<file path="config.mk">
export PLATFORM = sky130hd
export DESIGN_NAME = serial_subtractor
export DESIGN_NICKNAME = d
export VERILOG_FILES = /design/src/rtl/serial_subtractor_pkg.sv /design/src/rtl/serial_subtractor_fs_cell.sv /design/src/rtl/serial_subtractor.sv
export SDC_FILE = /design/constraint.sdc
export NUM_CORES = 1
export LEC_CHECK = 0
export ABC_AREA = 1
export BUFFER_PORTS_ARGS = -buffer_cell sky130_fd_sc_hd__buf_4
export CAP_MARGIN = 20
export CELL_PAD_IN_SITES_DETAIL_PLACEMENT = 0
export CELL_PAD_IN_SITES_GLOBAL_PLACEMENT = 2
export CORE_ASPECT_RATIO = 1.2
export CORE_UTILIZATION = 32
export DETAILED_ROUTE_END_ITERATION = 6
export HOLD_SLACK_MARGIN = 0.03
export PLACE_DENSITY = 0.75
export SETUP_SLACK_MARGIN = 0.2
export SLEW_MARGIN = 10
export SYNTH_ARGS = -nofsm -noshare
export SYNTH_HDL_FRONTEND = slang
export SYNTH_SLANG_ARGS = --single-unit
</file>
<file path="constraint.sdc">
create_clock -name clk -period 1.7 [get_ports clk]
set_input_delay 0.425 -clock clk [delete_from_list [all_inputs] [get_ports clk]]
set_output_delay 0.425 -clock clk [all_outputs]
set_load 0.01 [all_outputs]
</file>
<file path="src/rtl/serial_subtractor_pkg.sv">
// Shared types and helpers for the bit-serial subtractor.
// No logic; no latency; no backpressure.
package serial_subtractor_pkg;

    typedef enum logic [1:0] {
        IDLE = 2'd0,
        RUN  = 2'd1,
        DONE = 2'd2
    } state_t;

    // Counter width able to hold 0..width.
    function automatic int cnt_w(input int width);
        return $clog2(width + 1);
    endfunction

endpackage

</file>
<file path="src/rtl/serial_subtractor_fs_cell.sv">
// Combinational 1-bit full subtractor: d = a - b - bi, bo = borrow out.
// Zero latency; no backpressure.
module fs_cell (
    input  logic a,
    input  logic b,
    input  logic bi,
    output logic d,
    output logic bo
);

    assign d  = a ^ b ^ bi;
    assign bo = (~a & b) | (~(a ^ b) & bi);

endmodule

</file>
<file path="src/rtl/serial_subtractor.sv">
// Bit-serial a - b - borrow_in over WIDTH bits, one bit per clock, borrow-chainable.
// Latency WIDTH cycles from accepting edge to done; start is ignored while busy.
module serial_subtractor
    import serial_subtractor_pkg::*;
#(
    parameter int WIDTH = 8
) (
    input  logic             clk,
    input  logic             rst,
    input  logic             start,
    input  logic             chain,
    input  logic [WIDTH-1:0] a,
    input  logic [WIDTH-1:0] b,
    input  logic             bin,
    output logic             busy,
    output logic             done,
    output logic [WIDTH-1:0] diff,
    output logic             bout
);

    localparam int CNT_W = cnt_w(WIDTH);

    state_t           state;
    state_t           state_nxt;
    logic [WIDTH-1:0] sh_a;
    logic [WIDTH-1:0] sh_b;
    logic [WIDTH-1:0] diff_nxt;
    logic [CNT_W-1:0] cnt;
    logic             br;
    logic             d;
    logic             bo;
    logic             accept;
    logic             last;

    assign accept = start && (state != RUN);
    assign last   = (cnt == CNT_W'(WIDTH - 1));

    fs_cell u_fs_cell (
        .a  (sh_a[0]),
        .b  (sh_b[0]),
        .bi (br),
        .d  (d),
        .bo (bo)
    );

    always_comb begin
        state_nxt = state;
        case (state)
            IDLE:    if (accept) state_nxt = RUN;
            RUN:     if (last)   state_nxt = DONE;
            DONE:    state_nxt = accept ? RUN : IDLE;
            default: state_nxt = IDLE;
        endcase
    end

    // New bit enters at the MSB so the first processed bit ends up at bit 0.
    always_comb begin
        diff_nxt            = diff >> 1;
        diff_nxt[WIDTH-1]   = d;
    end

    always_ff @(posedge clk or posedge rst) begin
        if (rst) begin
            state <= IDLE;
            sh_a  <= '0;
            sh_b  <= '0;
            cnt   <= '0;
            br    <= 1'b0;
            diff  <= '0;
            bout  <= 1'b0;
        end else begin
            state <= state_nxt;
            if (accept) begin
                sh_a <= a;
                sh_b <= b;
                cnt  <= '0;
                br   <= chain ? bout : bin;
                diff <= '0;
            end else if (state == RUN) begin
                sh_a <= sh_a >> 1;
                sh_b <= sh_b >> 1;
                cnt  <= cnt + 1'b1;
                br   <= bo;
                diff <= diff_nxt;
                if (last) bout <= bo;
            end
        end
    end

    assign busy = (state == RUN);
    assign done = (state == DONE);

endmodule

</file>
==> summary.md <==
| Metric | Value |
|---|---|
| Post-route design area | `0.00189 sq mm` |
| Die Area | `slightly above 0.005 sq mm` |
| Clk Latency, worst-skew pair | `0.28 ns` |
| Routed wire length | `3310 microns` |
| Synthesized cell area | `0.00153 sq mm` |
| Final Max Tran Viols | `0` |
| Cells after synthesis | `164` |
| Worst-path cell chain | `inv_2 > nor2_4 > buf_4` |
| Critical Path End Type | `output pin` |
| CTS Buf Count | `5` |
| Logic pwr share | `40.7%` |
| Rows | `27` |
| Layout cells sized above 1 | `34.5%` |
| Die height | `77.8 microns` |
| Sequential area share after synthesis | `52.2%` |
| Fillers | `503` |
| Achievable Freq | `690 MHz` |
| Placed inst area | `0.00179 sq mm` |
| Tmin final | `1.45 ns` |
| DRT iter0 DRCs | `57` |
| Vias in the first global route | `1,249` |
| Crit path max fanout | `4` |
| Final setup viols | `0` |
| Psw | `0.00124 W` |
| CTS Hold Bufs | `0` |
| Critical Path RT | `1.27 ns` |
| Clock-pin slew on the worst setup and hold paths | `0.07 ns` |
| Diodes inserted | `0` |
| Critical Path Max Stage Delay | `0.42 ns` |
| Clk pwr share | `18.7%` |
| Pre-antenna DRT Iters | `4` |
| Relative slew slack | `72.4%` |
| Avg WL per Cell | `12.8 microns` |
| CTS Root Cell | `clkbuf_8` |
| Number of synthesized register bits | `32` |
| GPL Wtd Cong | `approximately 0.69` |
| CP Launch Type | `register` |
| Die X | `roughly 65 microns` |
| Final clock skew | `around 0.0044 ns` |
| RSZ-0062 raised after global routing | `yes` |
| Sequential power share | `40.7%` |
| Routed Antenna Nets | `0` |
| Top_reg_cell synth | `dfrtp_1` |
| Final #Nets | `222` |
| P_leak | `0.980 nW` |
| Hold WC Path Type | `in -> async` |
| Peak supply drop | `578 uV` |
| IO Count | `32` |
| Placed wire-length estimate | `2210 microns` |
| Arr. time, crit path | `1.02 ns` |
| Mapped Nets | `around 190` |
| Pint | `slightly below 0.002 W` |
| Area Overhead vs Synth | `23.5%` |
| Status | `finished, final reports clean` |
| DR vias | `1,239` |
| First-pass GRT wire length | `5770 microns` |
| Post-synth ARST share | `100%` |
| Number of max-cap violations | `0` |
| Largest net degree at the start of global routing | `33` |
| Gr usage total | `15.1%` |
| Fin. Hold Viols | `0` |
| Sw frac | `about two fifths` |
| I/O Buffers | `31` |
| Clock sink total | `32` |
| Initial core utilization | `about 33%` |
| H-tree level count | `2` |
| P per Cell Area | `1690 mW/mm^2` |
| Setup TNS | `0 ns` |
| Remaining DRCs | `0` |
| TritonCTS clock tree | `built` |
| Grt total ovfl | `0` |
| Synth cell types | `25` |
| Initial antenna violation count | `0` |
| Clock buffer depth | `2` |
| Fin crit share | `85.3%` |
| Tightest Pin Transition | `0.414 ns` |
| Synth Warn # | `0` |
| Post-synth EDFFs | `0` |
| DR vias/cell | `4.80` |
| Crit-path slowest cell | `dfrtp_2` |
| Core area | `0.00459 sq mm` |
| Setup Crit Path Kind | `reg -> out` |
| Synth Area per Inst | `9.35 sq um` |
[worst max-delay path: cells and delay by family, from the launching register on]
kind | cells | cell delay, ns
buf+inv | 2 | 0.19
flops | 1 | 0.42
simple gates | 1 | 0.13
[sequential cells by signal, summed over array words and instances, names as in the netlist]
signal and cells:
cnt 4, br 1, bout 1, state 2, sh_b 8, diff 8, sh_a 8
[through the flow]
step / power [W] / std cells / hold slack (ns) / util (%) / worst slack [ns]
3_3_place_gp: 0.00259 / 249 / 0.465 / 39.0 / 0.339
6_report: 0.00320 / 258 / 0.234 / 41.2 / 0.250
5_1_grt: 0.00350 / 258 / 0.273 / 41.2 / 0.187
3_5_place_dp: 0.00262 / 249 / 0.471 / 39.0 / 0.313
4_1_cts: 0.00326 / 258 / 0.251 / 41.1 / 0.206
2_1_floorplan: 0.00227 / 164 / 0.452 / - / 0.489
[area by class of cell]
cell class                      count  area (sq um)  area share (%)
Sequential cell                    32           802            42.3
Multi-Input combinational cell    106           594            31.4
Inverter                           20          80.1            4.23
Tap cell                           58          72.6            3.83
Timing Repair Buffer               34           255            13.5
Clock buffer                        8          90.1            4.76
[power groups by stage]
stage | Combinational (W) | Clock [W] | Sequential [W]
CTS | 0.00133 | 0.000621 | 0.00130
floorplan | 0.000947 | 0 | 0.00132
global route | 0.00150 | 0.000652 | 0.00135
detailed placement | 0.00131 | 0 | 0.00132
finish | 0.00130 | 0.000598 | 0.00130
global placement | 0.00129 | 0 | 0.00130
[worst paths after layout]
check / cells past startpoint / start / slack (ns) / endpoint
max in group asynchronous: 3 / rst / 1.15 / state[0]
min in group clk: 3 / b[7] / 0.34 / sh_b[7]
min: 3 / rst / 0.23 / sh_b[4]
max reg2reg: 7 / state[0] / 0.40 / cnt[3]
min reg2reg: 2 / sh_a[7] / 0.48 / sh_a[7]
max: 3 / state[0] / 0.25 / busy
[placed cells by master (no fill, tap or decap)]
cell and instances:
o22ai_1 7, nor2_2 2, nand2_8 1, clkbuf_1 2
ha_1 1, o21ai_0 6, nor2_1 2, o21ai_2 1
nand3_2 7, nand2_4 1, inv_2 3, nand4_1 1
clkbuf_8 6, or2_2 1, fa_1 1, nor2_4 1
buf_4 34, inv_6 1, a21oi_1 1, inv_1 16
dfrtp_1 31, nand2_1 39, nand3_1 24, dfrtp_2 1
nand2_2 10
[Yosys cell counts, types with 2 or more instances]
library cell | n | share of area, %
nand2_1 | 39 | 9.5
dfrtp_1 | 32 | 52
nand3_1 | 24 | 7.8
inv_1 | 16 | 3.9
nand2_2 | 10 | 4.1
nand3_2 | 7 | 4.6
o22ai_1 | 7 | 2.9
o21ai_0 | 6 | 2.0
inv_2 | 3 | 0.73
nor2_1 | 3 | 0.73
buf_4 | 2 | 0.98
buf_6 | 2 | 1.5
[cells by family after synthesis]
kind of cell / Yosys count / share of synthesized area [%]
adder cells (fa/ha/maj): 2 / 2.12
AND/OR/NAND/NOR: 89 / 30.8
AO/OA/AOI/OAI: 15 / 5.71
buffers and inverters: 26 / 9.22
flip-flops: 32 / 52.2
[repair_timing]
| item | in CTS | in global routing |
|---|---|---|
| setup buffers | 1 | 0 |
| endpoints found under the setup margin | 1 | 2 |
| pin swaps | 1 | 0 |
| gates resized for setup | 0 | 2 |
[per-layer routing]
| metal | wire length [microns] | vias to the layer above | track usage (%) |
|---|---|---|---|
| li1 | - | 597 | - |
| met1 | 1460 | 606 | 18.4 |
| met2 | 1640 | 31 | 25.1 |
| met3 | 165 | 5 | 4.41 |
| met4 | 48 | 0 | 5.22 |
| met5 | 0 | - | 0 |
Power figures use the tool's default switching activity.
